File: config.mk
export PLATFORM = sky130hd
export DESIGN_NAME = ifu_flat
export DESIGN_NICKNAME = d
export VERILOG_FILES = /design/src/rtl/ifu_pkg.sv /design/src/rtl/ifu_if.sv /design/src/rtl/ifu_pc_check.sv /design/src/rtl/ifu.sv /design/src/flat_wrapper.sv
export SDC_FILE = /design/constraint.sdc
export NUM_CORES = 1
export LEC_CHECK = 0
export ABC_AREA = 1
export CORE_UTILIZATION = 41
export CTS_BUF_LIST = sky130_fd_sc_hd__clkbuf_2 sky130_fd_sc_hd__clkbuf_4 sky130_fd_sc_hd__clkbuf_8
export DETAILED_ROUTE_END_ITERATION = 16
export PLACE_DENSITY = 0.81
export SETUP_SLACK_MARGIN = 0.3
export SKIP_LAST_GASP = 1
export SLEW_MARGIN = 15
export SYNTH_ARGS = -nofsm -noshare
export SYNTH_HDL_FRONTEND = slang
export SYNTH_SLANG_ARGS = --single-unit
export TNS_END_PERCENT = 1
File: constraint.sdc
create_clock -name clk -period 1.66 [get_ports clk]
set_input_delay 0.249 -clock clk [delete_from_list [all_inputs] [get_ports clk]]
set_output_delay 0.249 -clock clk [all_outputs]
set_load 0.02 [all_outputs]
File: src/rtl/ifu_pkg.sv
// rtl/ifu_pkg.sv - shared defaults and state encoding for the instruction fetch unit
package ifu_pkg;

    localparam logic [31:0] DEF_RESET_PC  = 32'h0000_3000;
    localparam logic [31:0] DEF_IMEM_BASE = 32'h0000_3000;
    localparam int          DEF_IMEM_AW   = 12;

    typedef enum logic [1:0] {
        ST_FETCH = 2'd0,
        ST_VALID = 2'd1,
        ST_FAULT = 2'd2
    } ifu_state_e;

endpackage

File: src/rtl/ifu_if.sv
// rtl/ifu_if.sv - core-side and instruction-memory-side signals of the fetch unit
interface ifu_if #(
    parameter int IMEM_AW = ifu_pkg::DEF_IMEM_AW
);
    logic [31:0]        next_pc;
    logic               commit;
    logic [31:0]        pc;
    logic [31:0]        instr;
    logic               instr_valid;
    logic               fetch_fault;
    logic               imem_req;
    logic [IMEM_AW-1:0] imem_addr;
    logic               imem_ack;
    logic [31:0]        imem_rdata;

    modport master (
        input  next_pc, commit, imem_ack, imem_rdata,
        output pc, instr, instr_valid, fetch_fault, imem_req, imem_addr
    );

    modport slave (
        output next_pc, commit, imem_ack, imem_rdata,
        input  pc, instr, instr_valid, fetch_fault, imem_req, imem_addr
    );
endinterface

File: src/rtl/ifu_pc_check.sv
// rtl/ifu_pc_check.sv - alignment/range check of a byte address and its imem word index
module ifu_pc_check #(
    parameter logic [31:0] IMEM_BASE = ifu_pkg::DEF_IMEM_BASE,
    parameter int          IMEM_AW   = ifu_pkg::DEF_IMEM_AW
) (
    input  logic [31:0]        i_addr,
    output logic               o_legal,
    output logic [IMEM_AW-1:0] o_word_idx
);
    logic [31:0] w_offset;

    // Addresses below the base wrap to large offsets and fail the range test.
    assign w_offset = i_addr - IMEM_BASE;

    // The base is word aligned, so the offset's low bits equal the address's.
    assign o_legal    = (w_offset[1:0] == 2'b00) && (w_offset[31:IMEM_AW+2] == '0);
    assign o_word_idx = w_offset[IMEM_AW+1:2];
endmodule

File: src/rtl/ifu.sv
// rtl/ifu.sv - PC register and fetch/hold/fault sequencer of the single-cycle MIPS core
module ifu
    import ifu_pkg::*;
#(
    parameter logic [31:0] RESET_PC  = DEF_RESET_PC,
    parameter logic [31:0] IMEM_BASE = DEF_IMEM_BASE,
    parameter int          IMEM_AW   = DEF_IMEM_AW
) (
    input  logic   clk,
    input  logic   reset,
    ifu_if.master  bus
);
    ifu_state_e         r_state;
    logic [31:0]        r_pc;
    logic [31:0]        r_instr;
    logic               r_instr_valid;
    logic               r_fetch_fault;
    logic               w_next_legal;
    logic               w_pc_legal;
    logic [IMEM_AW-1:0] w_pc_idx;

    ifu_pc_check #(.IMEM_BASE(IMEM_BASE), .IMEM_AW(IMEM_AW)) u_next_check (
        .i_addr     (bus.next_pc),
        .o_legal    (w_next_legal),
        .o_word_idx ()
    );

    ifu_pc_check #(.IMEM_BASE(IMEM_BASE), .IMEM_AW(IMEM_AW)) u_pc_check (
        .i_addr     (r_pc),
        .o_legal    (w_pc_legal),
        .o_word_idx (w_pc_idx)
    );

    always_ff @(posedge clk) begin
        if (reset) begin
            r_state       <= ST_FETCH;
            r_pc          <= RESET_PC;
            r_instr       <= 32'h0;
            r_instr_valid <= 1'b0;
            r_fetch_fault <= 1'b0;
        end else begin
            case (r_state)
                ST_FETCH: begin
                    if (bus.imem_ack) begin
                        r_instr       <= bus.imem_rdata;
                        r_instr_valid <= 1'b1;
                        r_state       <= ST_VALID;
                    end
                end
                ST_VALID: begin
                    if (bus.commit) begin
                        r_pc          <= bus.next_pc;
                        r_instr_valid <= 1'b0;
                        if (w_next_legal) begin
                            r_state <= ST_FETCH;
                        end else begin
                            r_state       <= ST_FAULT;
                            r_fetch_fault <= 1'b1;
                        end
                    end
                end
                ST_FAULT: begin
                    r_state <= ST_FAULT;
                end
                default: begin
                    r_state <= ST_FAULT;
                end
            endcase
        end
    end

    // The PC is always legal in FETCH; the extra gate only keeps a bad RESET_PC off the bus.
    assign bus.imem_req    = (r_state == ST_FETCH) && !reset && w_pc_legal;
    assign bus.imem_addr   = w_pc_idx;
    assign bus.pc          = r_pc;
    assign bus.instr       = r_instr;
    assign bus.instr_valid = r_instr_valid;
    assign bus.fetch_fault = r_fetch_fault;
endmodule

File: src/flat_wrapper.sv
// flat-port wrapper written by rule: the top's interface ports become plain ports
module ifu_flat import ifu_pkg::*;
#(
    parameter logic [31:0] RESET_PC  = DEF_RESET_PC,
    parameter logic [31:0] IMEM_BASE = DEF_IMEM_BASE,
    parameter int          IMEM_AW   = DEF_IMEM_AW
)
  (clk, reset, bus_next_pc, bus_commit, bus_imem_ack, bus_imem_rdata, bus_pc, bus_instr, bus_instr_valid, bus_fetch_fault, bus_imem_req, bus_imem_addr);
  ifu_if #(.IMEM_AW(IMEM_AW)) bus_i ();
  input  logic clk;
  input  logic reset;
  input wire logic [$bits(bus_i.next_pc)-1:0] bus_next_pc;
  input wire logic [$bits(bus_i.commit)-1:0] bus_commit;
  input wire logic [$bits(bus_i.imem_ack)-1:0] bus_imem_ack;
  input wire logic [$bits(bus_i.imem_rdata)-1:0] bus_imem_rdata;
  output wire logic [$bits(bus_i.pc)-1:0] bus_pc;
  output wire logic [$bits(bus_i.instr)-1:0] bus_instr;
  output wire logic [$bits(bus_i.instr_valid)-1:0] bus_instr_valid;
  output wire logic [$bits(bus_i.fetch_fault)-1:0] bus_fetch_fault;
  output wire logic [$bits(bus_i.imem_req)-1:0] bus_imem_req;
  output wire logic [$bits(bus_i.imem_addr)-1:0] bus_imem_addr;
  assign bus_i.next_pc = bus_next_pc;
  assign bus_i.commit = bus_commit;
  assign bus_i.imem_ack = bus_imem_ack;
  assign bus_i.imem_rdata = bus_imem_rdata;
  assign bus_pc = bus_i.pc;
  assign bus_instr = bus_i.instr;
  assign bus_instr_valid = bus_i.instr_valid;
  assign bus_fetch_fault = bus_i.fetch_fault;
  assign bus_imem_req = bus_i.imem_req;
  assign bus_imem_addr = bus_i.imem_addr;
  ifu #(.RESET_PC(RESET_PC), .IMEM_BASE(IMEM_BASE), .IMEM_AW(IMEM_AW)) u_core (.clk(clk), .reset(reset), .bus(bus_i));
endmodule
==> results of run 1 <==
[Yosys cell counts (2+ instances only)]
| cell type | n |
|---|---|
| nand3_2 | 2 |
| nor3_2 | 2 |
| nand2_1 | 42 |
| nand2_2 | 4 |
| nand3_1 | 7 |
| nor3_1 | 2 |
| buf_2 | 6 |
| nor2_2 | 7 |
| a21oi_1 | 17 |
| o21ai_1 | 10 |
| o21ai_0 | 56 |
| buf_4 | 11 |
| clkbuf_1 | 12 |
| nor2_1 | 129 |
| inv_1 | 23 |
| dfxtp_1 | 68 |
| nor4_1 | 2 |
| inv_2 | 4 |
[metal layers]
layer,vias to the layer above,GRT usage,share of wire
met4,0,0.0985,0.023
met1,1536,0.293,0.41
met5,-,0,0
li1,1665,-,-
met2,115,0.424,0.50
met3,23,0.0610,0.064
[report_power, final]
group          total [uW]  internal [uW]  leakage (uW)  switching, uW
registers            1850           1770      0.000560           80.6
clock network        1370            698     0.0000918            672
logic                1280            646       0.00144            633
[stage by stage]
| stage | setup WS (ns) | power, uW |
|---|---|---|
| after floorplan | 0.117 | 2460 |
| after global placement | -0.570 | 3100 |
| after detailed placement | -0.616 | 3130 |
| after CTS | -0.345 | 4500 |
| after global routing | -0.456 | 4740 |
| final | -0.359 | 4500 |
[flip-flops by register name, indices dropped and copies added (netlist names)]
signal	flops
u_core.bus.instr	32
u_core.bus.instr_valid	1
u_core.r_state	2
u_core.bus.fetch_fault	1
u_core.bus.pc	32
[logic make-up after synthesis]
family / after synthesis / synth area share
flops: 68 / 0.462
fa+ha+maj: 1 / 0.00425
compound gates: 89 / 0.158
buf+inv: 56 / 0.0880
simple gates: 202 / 0.287
[timing repair]
item,4_1_cts,5_1_grt
setup endpoints to repair,102,146
pin swaps,6,8
resized for setup,12,9
hold buffers,0,0
buffers inserted,0,1
[area by class of cell]
type,instances,area (sq um),area share
Clock buffer,9,124,0.0247
Clock inverter,7,75.1,0.0150
Inverter,27,101,0.0202
Multi-Input combinational cell,292,1390,0.276
Sequential cell,68,1370,0.273
Tap cell,96,120,0.0239
Timing Repair Buffer,193,1840,0.367
[critical path: cells and delay by family (launching register included)]
kind	cells	cell delay (ns)
buffers and inverters	1	0.13
AO/OA/AOI/OAI	1	0.13
adder cells (fa/ha/maj)	1	0.13
flip-flops	1	0.37
AND/OR/NAND/NOR	5	0.66
[worst min-delay path by stage]
stage / cells after the start / slack (ns) / end
5_1_grt: 2 / 0.47 / u_core.bus.fetch_fault
4_1_cts: 2 / 0.45 / u_core.bus.fetch_fault
2_1_floorplan: 1 / 0.32 / u_core.bus.fetch_fault
3_3_place_gp: 2 / 0.44 / u_core.bus.fetch_fault
3_5_place_dp: 2 / 0.44 / u_core.bus.fetch_fault
6_report: 2 / 0.45 / u_core.bus.fetch_fault
==> results by group, run 1 <==
Power
  • Power Density: 896 mW/mm^2
  • Pleak: 0.00209 uW
  • Max VDD drop: 492 uV

Synthesis
  • Mapped Cells: 416
  • Asr flop ratio synth: 0
  • Netlist Area Pre-Place: 0.00294 sq mm
  • Synth top area share: 0.462
  • Syn nets: 485
  • Ys Warns: 0
  • Top post-synthesis cells by area: dfxtp_1 (46%), nor2_1 (16%), o21ai_0 (9.5%), nand2_1 (5.4%), inv_1 (2.9%)
  • Post-synthesis register bit count: 68
  • Synth area leader: dfxtp_1
  • Distinct cells, synth: 30
  • Post-synth EDFFs: 0
  • Most used flip-flop cell after synthesis: dfxtp_1
  • Syn_area_per_cell: 7.08 sq um
  • Post-synthesis sequential area ratio: 0.462

STA
  • Period utilization: 1.22
  • Final setup fails: 8
  • RSZ-0062 raised after global routing: true
  • Setup tns final: -0.783 ns
  • Slew Limit Fails: 0
  • Fmax: 495 MHz
  • Least-Margin Pin Slew: 0.603 ns
  • Relative slew slack: 0.597
  • Worst Slack Setup Final: -0.359 ns
  • Hold Vio Cnt, Final: 0
  • Setup Skew: 0.0105 ns
  • Min Tclk post-route: 2.02 ns
  • Hold WS: 0.449 ns

Worst setup path
  • Worst R2R Start: u_core.r_state[0]
  • Worst r2r path cells: 9
  • Crit-path cells: ha_4, nor2_2, nor4_2, nand3_1, nor2_1, nand3_1, a21oi_4, buf_6
  • Crit path top cell by count: nand3_1
  • R2R Setup Slk: 0.22 ns
  • Slowest-stage cell, CP: dfxtp_4
  • Critical path origin: u_core.bus.pc[12]
  • Critical Path Max Stage Delay: 0.37 ns
  • Critical path fanouts, max: 3
  • Crit. End Element: primary output
  • Worst endpoint required time: 1.41 ns
  • FF-to-FF End: u_core.bus.instr[11]
  • Critical Path AT: 1.77 ns
  • Crit path kind: reg2out
  • CP Launch Type: register
  • Critical Path End: bus_imem_req

Placed design
  • I/O Buffers: 146
  • Post-DP HPWL: 6470 microns
  • Placement-stage cell area: 0.00477 sq mm
  • Routability cong.: 0.918
  • Dpl cells: 675

Outcome
  • Run status: complete, but fails checks
  • Failing checks: negative setup slack

Final layout
  • Layout cells sized above 1: 0.171
  • Most frequent cells in the layout: clkdlybuf4s50_1 (145), nor2_1 (126), dfxtp_1 (64), o21ai_0 (54), buf_4 (45)
  • Filler Cell Count: 544
  • Final non-filler cell total: 692
  • Commonest non-fill, non-tap cell in the layout: clkdlybuf4s50_1
  • Final layout net count: 660
  • Design Area, Final: 0.00502 sq mm
  • Antenna fix cells: 0
  • Area Overhead vs Synth: 70.5%
  • Final core utilization: 0.731

Drt
  • DRC: 0
  • WL/cell: 13.1 microns
  • Routed Wire Length: 9050 microns
  • Routed vias/inst: 4.83
  • Initial DRC count: 141
  • Total number of vias: 3339
  • DRT antenna net count: 0
  • DRT Pass-1 Iters: 4

Clocking
  • Num CTS Buffers: 9
  • Maximum clock path buffer count: 2
  • Latest clock arrival within the worst-skew pair: 0.34 ns
  • H-Tree Depth: 3
  • CTS tree: yes
  • Clock sinks: 68
  • Worst-path clk slew: 0.07 ns
  • Root Buffer: clkbuf_8

GRT
  • First-pass GRT wire length: 14400 microns
  • Initial antenna violation count: 0
  • Vias in the first global route: 3136
  • Gr ovfl total: 0
  • Tot GR Track Use: 0.246
  • Largest net degree at the start of global routing: 66

Floorplan
  • Chip Height: 86.7 microns
  • Total core area: 0.00687 sq mm
  • Initial core utilization: 0.429
  • Die area: 0.00752 sq mm
  • Row count: 30
  • # IOs: 147
  • Die X-Extent: 86.7 microns

Min path
  • Hold path startpoint: u_core.bus.fetch_fault
  • Hold WC Path Type: reg2reg

Flow run
  • MaxCap Viol Count: 0
No activity file was read; power rests on OpenSTA's default activity.
==> run 2, diff against run 1 <==
--- a/config.mk
+++ b/config.mk
@@ -8,6 +8,7 @@
 export ABC_AREA = 1
 export CORE_UTILIZATION = 41
 export CTS_BUF_LIST = sky130_fd_sc_hd__clkbuf_2 sky130_fd_sc_hd__clkbuf_4 sky130_fd_sc_hd__clkbuf_8
+export CTS_CLUSTER_DIAMETER = 100
 export DETAILED_ROUTE_END_ITERATION = 16
 export PLACE_DENSITY = 0.81
 export SETUP_SLACK_MARGIN = 0.3
==> results of run 2 <==
No change in the layout: final DEF, timing and power equal those of run 1.
==> run 3, diff against run 2 <==
--- a/config.mk
+++ b/config.mk
@@ -6,6 +6,7 @@
 export NUM_CORES = 1
 export LEC_CHECK = 0
 export ABC_AREA = 1
+export CORE_ASPECT_RATIO = 1.75
 export CORE_UTILIZATION = 41
 export CTS_BUF_LIST = sky130_fd_sc_hd__clkbuf_2 sky130_fd_sc_hd__clkbuf_4 sky130_fd_sc_hd__clkbuf_8
 export CTS_CLUSTER_DIAMETER = 100
==> results by group, run 3 (synthesized netlist as in run 1, its figures left out) <==
GRT
  • First-pass GRT wire length: 14600 microns
  • Gr ovfl total: 0
  • Largest net degree at the start of global routing: 66
  • Vias in the first global route: 3254
  • Initial antenna violation count: 0
  • Tot GR Track Use: 0.252

Worst setup path
  • Worst R2R Start: u_core.r_state[1]
  • Crit. End Element: primary output
  • Critical Path AT: 1.80 ns
  • Worst endpoint required time: 1.41 ns
  • FF-to-FF End: u_core.bus.pc[27]
  • Worst r2r path cells: 7
  • Crit-path cells: a21oi_1, nand3_1, nand2_1, o21ai_1, nor2_1, nand3_1, a21oi_4, buf_4
  • Crit path kind: reg2out
  • Slowest-stage cell, CP: dfxtp_4
  • CP Launch Type: register
  • R2R Setup Slk: 0.17 ns
  • Critical Path Max Stage Delay: 0.36 ns
  • Crit path top cell by count: nand3_1
  • Critical path origin: u_core.bus.pc[13]
  • Critical path fanouts, max: 4

STA
  • Relative slew slack: 0.593
  • Hold Vio Cnt, Final: 0
  • Least-Margin Pin Slew: 0.610 ns
  • Setup Skew: 0.00652 ns
  • Slew Limit Fails: 0
  • Period utilization: 1.24
  • Min Tclk post-route: 2.05 ns
  • RSZ-0062 raised after global routing: true
  • Final setup fails: 11
  • Fmax: 487 MHz
  • Worst Slack Setup Final: -0.392 ns

Min path
  • Hold WC Path Type: reg2reg
  • Hold path startpoint: u_core.bus.fetch_fault
  • Hold path depth: 2
  • Hold path endpoint: u_core.bus.fetch_fault

Drt
  • Routed vias/inst: 4.89
  • DRT antenna net count: 0
  • Total number of vias: 3328
  • DRC: 0
  • WL/cell: 13.5 microns
  • Routed Wire Length: 9150 microns
  • WL met2: 4750 microns
  • Metal-1 WL: 3410 microns
  • Metal3 WL: 598 microns
  • DRT Pass-1 Iters: 4
  • Initial DRC count: 157
  • DR top layer: met4

Clocking
  • Post-CTS setup buffers: 0
  • CTS tree: yes
  • Num CTS Buffers: 9
  • Clock sinks: 68
  • Maximum clock path buffer count: 2
  • Root Buffer: clkbuf_8
  • Latest clock arrival within the worst-skew pair: 0.33 ns
  • Hold Buf Count CTS: 0
  • H-Tree Depth: 3
  • Worst-path clk slew: 0.07 ns

Floorplan
  • Total core area: 0.00691 sq mm
  • Chip Height: 114 microns
  • Initial core utilization: 0.426
  • # IOs: 147
  • Row count: 40
  • Die X-Extent: 66.1 microns
  • Die area: 0.00754 sq mm

Placed design
  • Placement-stage cell area: 0.00478 sq mm
  • Routability cong.: 0.858
  • Post-DP HPWL: 6960 microns
  • I/O Buffers: 146

Final layout
  • Layout cells sized above 1: 0.156
  • Most frequent cells in the layout: clkdlybuf4s50_1 (145), nor2_1 (127), dfxtp_1 (66), o21ai_0 (56), buf_4 (48)
  • Design Area, Final: 0.00497 sq mm
  • Area Overhead vs Synth: 68.8%
  • Final core utilization: 0.720
  • Final layout net count: 662
  • Commonest non-fill, non-tap cell in the layout: clkdlybuf4s50_1
  • Antenna fix cells: 0

Power
  • Clock Power Share: 0.284
  • Max VDD drop: 573 uV
  • Seq pwr share: 0.426
  • Combinational share of power: 0.289
  • Switching share of power: 0.292
  • Pleak: 0.00210 uW
  • Internal Pwr Total: 3070 uW
  • Power Density: 873 mW/mm^2
  • Psw: 1270 uW

Outcome
  • Failing checks: negative setup slack
  • Run status: complete, but fails checks

Flow run
  • MaxCap Viol Count: 0
-- run 3: changes by cell type in the layout (fill, tap and decap cells not counted), sizes merged --
cell      change
buf           +2
clkinv        -2
bufinv        -1
clkbuf        +4
inv           -1
clkinvlp      -2
-- run 3: how the worst max path moves through the flow --
stage	cells past startpoint	slack [ns]	to
after floorplan	7	0.12	bus_imem_req
after global placement	9	-0.65	bus_imem_req
after detailed placement	9	-0.69	bus_imem_req
after CTS	8	-0.37	bus_imem_req
after global routing	8	-0.48	bus_imem_req
final	8	-0.39	bus_imem_req
-- run 3: worst max-delay path, delay by kind of cell (launching register included) --
kind / cells / cell delay, ns
DFF: 1 / 0.36
buffers and inverters: 1 / 0.15
and+or+nand+nor: 4 / 0.48
AOI/OAI and AO/OA: 3 / 0.48
-- run 3: layout make-up --
class | count | area (sq um)
inverters | 27 | 101
clock buffers | 13 | 173
flip-flops and latches | 68 | 1370
fillers | 585 | 1940
repair buffers | 195 | 1850
multi-input cells | 292 | 1360
clock inverters | 1 | 7.51
well taps | 84 | 105
-- run 3: per-layer routing --
metal | up-vias | GRT usage
met2 | 128 | 0.450
li1 | 1668 | -
met4 | 0 | 0.167
met5 | - | 0
met1 | 1501 | 0.257
met3 | 31 | 0.0488
-- run 3: power groups by stage --
stage / Combinational (uW) / Clock [uW] / Sequential [uW]
global placement: 1230 / 0 / 1870
global route: 1360 / 1330 / 1860
floorplan: 414 / 0 / 2050
finish: 1260 / 1230 / 1850
CTS: 1260 / 1260 / 1850
detailed placement: 1250 / 0 / 1880
-- run 3: stage by stage --
step	worst slack, ns	setup TNS (ns)	power, uW	hold slack, ns	cells
5_1_grt	-0.483	-1.77	4560	0.490	680
3_5_place_dp	-0.695	-1.18	3130	0.459	666
2_1_floorplan	0.117	0	2460	0.318	416
4_1_cts	-0.369	-1.01	4370	0.469	680
6_report	-0.392	-0.967	4340	0.460	680
3_3_place_gp	-0.655	-1.02	3100	0.437	666
-- run 3: what timing repair did --
item / CTS / global route
endpoints found under the setup margin: 109 / 146
resized for setup: 7 / 2
pin swaps: 0 / 0
